<file path="src/rtl/instr_stream_src.sv">
// Instruction stream source: a small program buffer that is filled word by
// word over a valid/ready load port and then served to a core fetch stage.
// Fetches that fall past the loaded program return the filler instruction.
// After DRAIN consecutive out-of-range fetches the block reports completion.
module instr_stream_src #(
  parameter int          DEPTH     = 16,
  parameter logic [31:0] NOP_INSTR = 32'h00000013,
  parameter int          DRAIN     = 4
) (
  input  logic                     clk,
  input  logic                     reset,
  input  logic                     load_start,
  input  logic                     load_valid,
  output logic                     load_ready,
  input  logic [31:0]              load_instr,
  input  logic                     run_start,
  input  logic [31:0]              PCF,
  output logic [31:0]              InstrF,
  output logic [$clog2(DEPTH):0]   count,
  output logic                     done,
  output logic                     misalign_err
);

  // AW addresses one buffer word; CW also holds the value DEPTH itself.
  localparam int AW = $clog2(DEPTH);
  localparam int CW = AW + 1;
  localparam int DW = $clog2(DRAIN + 1);

  typedef enum logic [1:0] {
    S_IDLE = 2'd0,
    S_LOAD = 2'd1,
    S_RUN  = 2'd2,
    S_DONE = 2'd3
  } state_t;

  state_t         state_reg, state_next;
  logic [CW-1:0]  count_reg, count_next;
  logic [DW-1:0]  drain_reg, drain_next;
  logic           misalign_reg, misalign_next;

  // Program storage; contents deliberately survive reset (count gates access).
  logic [31:0]    buffer_mem [DEPTH];

  logic [29:0]    word_idx;
  logic           in_range;
  logic           aligned;
  logic           full;
  logic           wr_en;
  logic           drain_hit;

  // Word index is compared unsigned against a zero-extended count so that
  // large PCF values can never alias onto a low buffer entry.
  assign word_idx  = PCF[31:2];
  assign in_range  = (word_idx < {{(30 - CW){1'b0}}, count_reg});
  assign aligned   = (PCF[1:0] == 2'b00);
  assign full      = (count_reg == CW'(DEPTH));
  assign wr_en     = (state_reg == S_LOAD) && load_valid && !full && !load_start;
  assign drain_hit = (state_reg == S_RUN) && !in_range && (drain_reg == DW'(DRAIN - 1));

  // Buffer write: append at the current fill level; full buffer ignores writes.
  always_ff @(posedge clk) begin
    if (wr_en) begin
      buffer_mem[count_reg[AW-1:0]] <= load_instr;
    end
  end

  // State and bookkeeping registers; reset overrides every other input.
  always_ff @(posedge clk) begin
    if (reset) begin
      state_reg    <= S_IDLE;
      count_reg    <= '0;
      drain_reg    <= '0;
      misalign_reg <= 1'b0;
    end else begin
      state_reg    <= state_next;
      count_reg    <= count_next;
      drain_reg    <= drain_next;
      misalign_reg <= misalign_next;
    end
  end

  // Next-state logic: load_start wins from any state, run needs a program.
  always_comb begin
    state_next = state_reg;
    if (load_start) begin
      state_next = S_LOAD;
    end else begin
      case (state_reg)
        S_LOAD: if (run_start && (count_reg != '0)) state_next = S_RUN;
        S_RUN:  if (drain_hit) state_next = S_DONE;
        default: state_next = state_reg;
      endcase
    end
  end

  // Fill level, drain counter and sticky misalignment flag updates.
  always_comb begin
    count_next    = count_reg;
    drain_next    = drain_reg;
    misalign_next = misalign_reg;
    if (load_start) begin
      count_next    = '0;
      drain_next    = '0;
      misalign_next = 1'b0;
    end else begin
      if (wr_en) begin
        count_next = count_reg + CW'(1);
      end
      if (state_reg == S_RUN) begin
        // A branch back into the program restarts the drain window.
        drain_next = in_range ? '0 : drain_reg + DW'(1);
        if (!aligned) begin
          misalign_next = 1'b1;
        end
      end
    end
  end

  // Outputs: fetch data is combinational on PCF so the core sees it same cycle.
  always_comb begin
    load_ready   = (state_reg == S_LOAD) && !full;
    done         = (state_reg == S_DONE);
    misalign_err = misalign_reg;
    count        = count_reg;
    InstrF       = NOP_INSTR;
    if ((state_reg == S_RUN) && aligned && in_range) begin
      InstrF = buffer_mem[PCF[AW+1:2]];
    end
  end

endmodule

</file>
<file path="config.mk">
export PLATFORM = sky130hd
export DESIGN_NAME = instr_stream_src
export DESIGN_NICKNAME = d
export VERILOG_FILES = /design/src/rtl/instr_stream_src.sv
export SDC_FILE = /design/constraint.sdc
export NUM_CORES = 1
export LEC_CHECK = 0
export CAP_MARGIN = 5
export CORE_ASPECT_RATIO = 1.1
export CORE_MARGIN = 2
export CORE_UTILIZATION = 59
export CTS_CLUSTER_DIAMETER = 60
export DETAILED_ROUTE_END_ITERATION = 12
export HOLD_SLACK_MARGIN = 0.12
export PLACE_DENSITY_LB_ADDON = 0.1
export SLEW_MARGIN = 30
export SYNTH_ARGS = -nofsm -noshare
export SYNTH_HDL_FRONTEND = slang
export SYNTH_SLANG_ARGS = --single-unit
</file>
<file path="constraint.sdc">
create_clock -name clk -period 4.41 [get_ports clk]
set_clock_uncertainty 0.1 [all_clocks]
set_input_delay 0.6615 -clock clk [delete_from_list [all_inputs] [get_ports clk]]
set_output_delay 0.6615 -clock clk [all_outputs]
set_load 0.03 [all_outputs]
</file>
[Word-level counts from Yosys, hierarchy flattened]
Memories as Yosys holds them, arrays and structs flattened.
Index checks and enable logic that the tools add are counted.
Storage, ports and cells
  flip-flop bits (word level): 11
  RAM bits: 512
  bits of input ports: 69
  output and inout bits: 40
  logic and storage cells: 47
  memories kept: 1
Operators by class
  $add $sub $neg: 2
  $lt $le $gt $ge: 1
  equal/unequal tests: 9
  muxes and demuxes: 8
  bitwise operators: 1
  reductions and logical operators: 20
Memory list
  buffer_mem: depth 16, bits a word 32, read ports 1, clocked after memory_dff 0, wr ports 1, RTL line 42  | logic [31:0] buffer_mem [DEPTH];
Operator list (number)
  $mux 32: 1
  $lt 30x5->1: 1
  $logic_and 1x1->1: 9
  $reduce_and 3->1: 2
  $add 5x1->5 const B: 1
  $eq 5x5->1 const B: 1
  $reduce_bool 5->1: 1
  $eq 2x2->1 const B: 2
  $mux 2: 2
  $pmux 2 s2: 1
  $add 3x1->3 const B: 1
  $eq 3x2->1 const B: 1
  $logic_not 1->1: 3
  $mux 1: 3
  $mux 3: 1
  $ne 3x2->1 const B: 1
  $ne 3x3->1 const B: 1
  $reduce_bool 3->1: 1
  $eq 2x1->1 const B: 1
  $logic_not 2->1: 1
  $ne 2x1->1 const B: 1
  $ne 2x2->1 const B: 1
  $reduce_and 2->1: 1
  $reduce_bool 2->1: 1
  other kinds (2): 2

[Longest topological paths before layout]
Gate-level depths: netlist (run 1).
  word-level depth: 7
  gate-level depth with buffers: 9
  depth with buffers taken out: 6

[Worst setup path after synthesis (run 1)]
No wires, ideal clock.
  path kind: register to register
  start point: reg count_reg[0] (netlist: count[0])
  end point: mem buffer_mem[0][0], enable pin
  library setup time: 461 ps
  data arrival time: 3547 ps
  data required time: 3849 ps
  path slack: 302 ps
  stages on the path, launching flop included: 7
  buffers on the path: 0
  period minus slack after synthesis: 4108 ps
  cells stage by stage: dfxtp_1 > inv_1 > ha_1 > nand4bb_1 > and2_1 > nand2_1 > nor3_1
On the way
  cells in the longest elaborated chain, start to end: 6
Ends and longest elaborated chain
  from (decl): RTL line 37  | logic [CW-1:0] count_reg, count_next;
  from (signal assigned): RTL line 76  | count_reg <= count_next;
  $eq 5x5->1: RTL line 56  | assign full = (count_reg == CW'(DEPTH));
  $logic_not 1->1: RTL line 57  | assign wr_en = (state_reg == S_LOAD) && load_valid && !full && !load_start;
  $logic_and 1x1->1 (2 in a row): RTL line 57
  $mux 1: RTL line 62  | if (wr_en) begin
  $mux 1 (not written as such): RTL line 63  | buffer_mem[count_reg[AW-1:0]] <= load_instr;
  to (decl): RTL line 42
Several ways; a longest one is shown, not always the timed one.

[Worst setup path in the final report (run 1)]
  start point: in PCF[6]
  end point: out InstrF[8]
On the way
  cells in the longest elaborated chain, start to end: 3
Ends and longest elaborated chain
  from (decl): RTL line 17  | input logic [31:0] PCF,
  $lt 30x5->1: RTL line 54  | assign in_range = (word_idx < {{(30 - CW){1'b0}}, count_reg});
  $logic_and 1x1->1: RTL line 126  | if ((state_reg == S_RUN) && aligned && in_range) begin
  $mux 32: RTL line 126
  to (decl): RTL line 18  | output logic [31:0] InstrF,
Every way passes these cells.

==> flow_summary.toml, run 1 <==
[placed_design]
dp_slack_ns = 0.208
gp_congestion = 0.729
place.detailed.hpwl_mm = 24.8
io_buffers = 108

[sta]
min_period_over_period_pct = 94.4
finalHoldViolCount = 0
rsz0062_at_grt = "no"
fin_crit_ns = 4.16
worstMarginPinSlew_ns = 0.999
fmaxAchievable_mhz = 240
fin_ws_ns = 0.248
finalSetupViolCount = 0
maxSlewViolCount = 0
fin_tns_setup_ns = 0
slew_headroom_pct = 32.8

[critical_path]
arrival_ns = 3.40
cp.required_ns = 3.65
worstPathMaxFanout = 6
critPathKind = "input pin to output port"
cp-end-kind = "output port"
r2r-end = "buffer_mem[12][25]$_DFFE_PP_"
reg2reg_depth = 7
reg2reg_slack_ns = 1.56
timing.rr.start = "count[0]$_SDFFE_PP0P_"
cp-start-kind = "input pin"

[die]
core_area_mm2 = 0.0334
die-width_um = 180
die_y_um = 197
dieArea_mm2 = 0.0355
rows = 70
start_util_pct = 60.2
pin_count = 109

[power]
leakage_nw = 7.41
pwr_density_cell_mw_per_mm2 = 426
netSwitchingFraction_pct = 19.9
pwr-share-seq_pct = 54.2
ir_worst_vdd_uv = 329
p_sw_mw = 2.01
combPwrFrac_pct = 4.4
pwr-share-clk_pct = 41.4
p_int_mw = 8.08

[route]
viasPerCell = 6.46
drt_first_iter_violations = 1248
wire_per_inst_um = 28.9
dr_total_vias = 9938
routed_wl_mm = 44.4
drc = 0
ant_nets = 0
dr.pass1.iters = 5

[clock_tree]
clk_latency_ns = 0.57
cts_tree = "built"
htree_levels = 2
cts_resized = 0
cts_buffers = 50
post_cts_buffers = 0
ctsLongestPathBuffers = 3
clk_pin_slew_ns = 0.06
numClockSinks = 523
cts_hold_buf = 0
cts_root_buf = "clkbuf_16"

[logic_synthesis]
synth_nets = 991
synth_seq_cells = 523
avgSynthCellArea_um2 = 22.0
synth_seq_area_share_pct = 77.7
synth.cell_area_mm2 = 0.0201
syn_inst = 912
yosys_warnings = 0
synth_cell_types = 40

[layout]
largest_reg_flops = 512
area_growth_pct = 18.0
final_nets = 1145
drive_above_1_share_pct = 27.6

[global_routing]
grt_pass1_vias = 10300
grt_remaining_overflow = 0
grt_pass1_wl_mm = 66.1
grt_usage_pct = 25.9
grt_max_degree = 51
antenna_found_initial = 0

[worst_hold_path]
hold_class = "flip-flop to flip-flop"
worst_hold_path.endpoint = "misalign_err$_SDFFE_PP0P_"
hp-start = "misalign_err$_SDFFE_PP0P_"
holdPathStages = 2

[run]
cap_violations = 0

[run_status]
status = "finished clean"
[worst max-delay path by stage]
stage                                     start                         end
after global routing      count[4]$_SDFFE_PP0P_                  InstrF[16]
after floorplan           count[0]$_SDFFE_PP0P_  buffer_mem[0][0]$_DFFE_PP_
after detailed placement                 PCF[6]                   InstrF[8]
after CTS                 count[4]$_SDFFE_PP0P_                   InstrF[8]
final                                    PCF[6]                   InstrF[8]
after global placement                   PCF[6]                   InstrF[8]
[placed cells by master, fill, tap and decap left out, drive strengths merged, types with 3 or more instances in the layout]
cell,netlist,routed
nand2b,4,4
o22ai,63,63
and2,4,4
nor2,25,25
clkbuf,22,64
or3,5,5
a21oi,3,3
buf,30,80
clkdlybuf4s50,0,73
nand2,14,14
o21ai,5,5
edfxtp,512,512
mux4,128,128
ha,10,10
nand3,5,5
nor3,4,4
nor4,34,34
inv,7,7
clkinv,0,24
dfxtp,11,11
or2,3,3
bufinv,0,4
[cells in the mapped netlist, drive strengths merged]
cell     number  area share, %
and2          4           0.12
nand2b        4           0.12
nand3         5           0.12
o21ai         5           0.12
a31oi         1          0.031
or4b          1          0.050
or2           3          0.093
nor2         25           0.47
a2111oi       1          0.075
nand4bb       1          0.056
a211oi        2          0.075
nand4         1          0.031
o211ai        1          0.037
nor3          4           0.10
ha           10           0.62
o22ai        63            2.0
nor2b         2          0.062
edfxtp      512             77
and2b         1          0.037
nand3b        2          0.075
dfxtp        11            1.1
or4           1          0.037
xnor2         2          0.087
buf          30            1.1
nor3b         2          0.075
nand2        14           0.26
mux4        128             14
and4bb        1          0.062
nor4         34            1.2
inv           7           0.13
clkbuf       22           0.41
o31ai         2          0.075
mux2i         2           0.10
a21oi         3          0.075
or3           5           0.16
[power groups by stage]
stage	clock, mW	combinational (mW)	sequential (mW)
floorplan	0	0.237	5.57
finish	4.18	0.439	5.47
CTS	4.23	0.443	5.47
detailed placement	0	0.442	5.57
global placement	0	0.433	5.57
global route	4.41	0.470	5.46
[metal layers]
metal | up-vias | global-route usage (%) | routed length, um
met3 | 72 | 3.76 | 3220
li1 | 4213 | - | -
met1 | 5256 | 35.7 | 17500
met5 | - | 0 | 0
met4 | 0 | 7.80 | 1090
met2 | 397 | 43.7 | 22700
[cells by family after synthesis]
group | count (synthesis) | synth area share, %
compound gates | 78 | 2.46
xor+xnor | 2 | 0.0873
fa+ha+maj | 10 | 0.623
buf+inv | 59 | 1.61
flops | 523 | 77.7
mux | 130 | 14.5
simple gates | 110 | 3.09
[through the flow]
| step | area, um2 | hold WS, ns | total power [mW] | util [%] | cells |
|---|---|---|---|---|---|
| final | 23700 | 0.343 | 10.1 | 71.0 | 1539 |
| after global routing | 23700 | 0.390 | 10.3 | 71.0 | 1538 |
| after CTS | 23700 | 0.346 | 10.1 | 71.0 | 1538 |
| after detailed placement | 22100 | 0.337 | 6.01 | 66.2 | 1446 |
| after global placement | 22100 | 0.334 | 6.00 | 66.2 | 1446 |
| after floorplan | 20100 | 0.325 | 5.81 | - | 912 |
[area by class of cell]
cell class | count | area, um2
clock buffers | 63 | 1360
multi-input cells | 330 | 4270
fillers | 2015 | 9690
well taps | 432 | 541
inverters | 7 | 26.3
clock inverters | 29 | 239
flip-flops and latches | 523 | 15600
diodes | 1 | 2.50
repair buffers | 154 | 1650
[critical path: stages]
cell,delay (ns)
clkdlybuf4s50_1,0.40
ha_1,0.20
nor4_2,0.17
nand4_1,0.14
or3_2,0.68
buf_4,0.24
nor4_1,0.69
buf_12,0.20
Note: power is estimated with default switching activity, not from simulation.
==> run 2: changes to the inputs <==
Settings changed: ABC_CLOCK_PERIOD_IN_PS set to 4410.
==> results of run 2 <==
No change in the layout: final DEF, timing and power equal those of run 1.
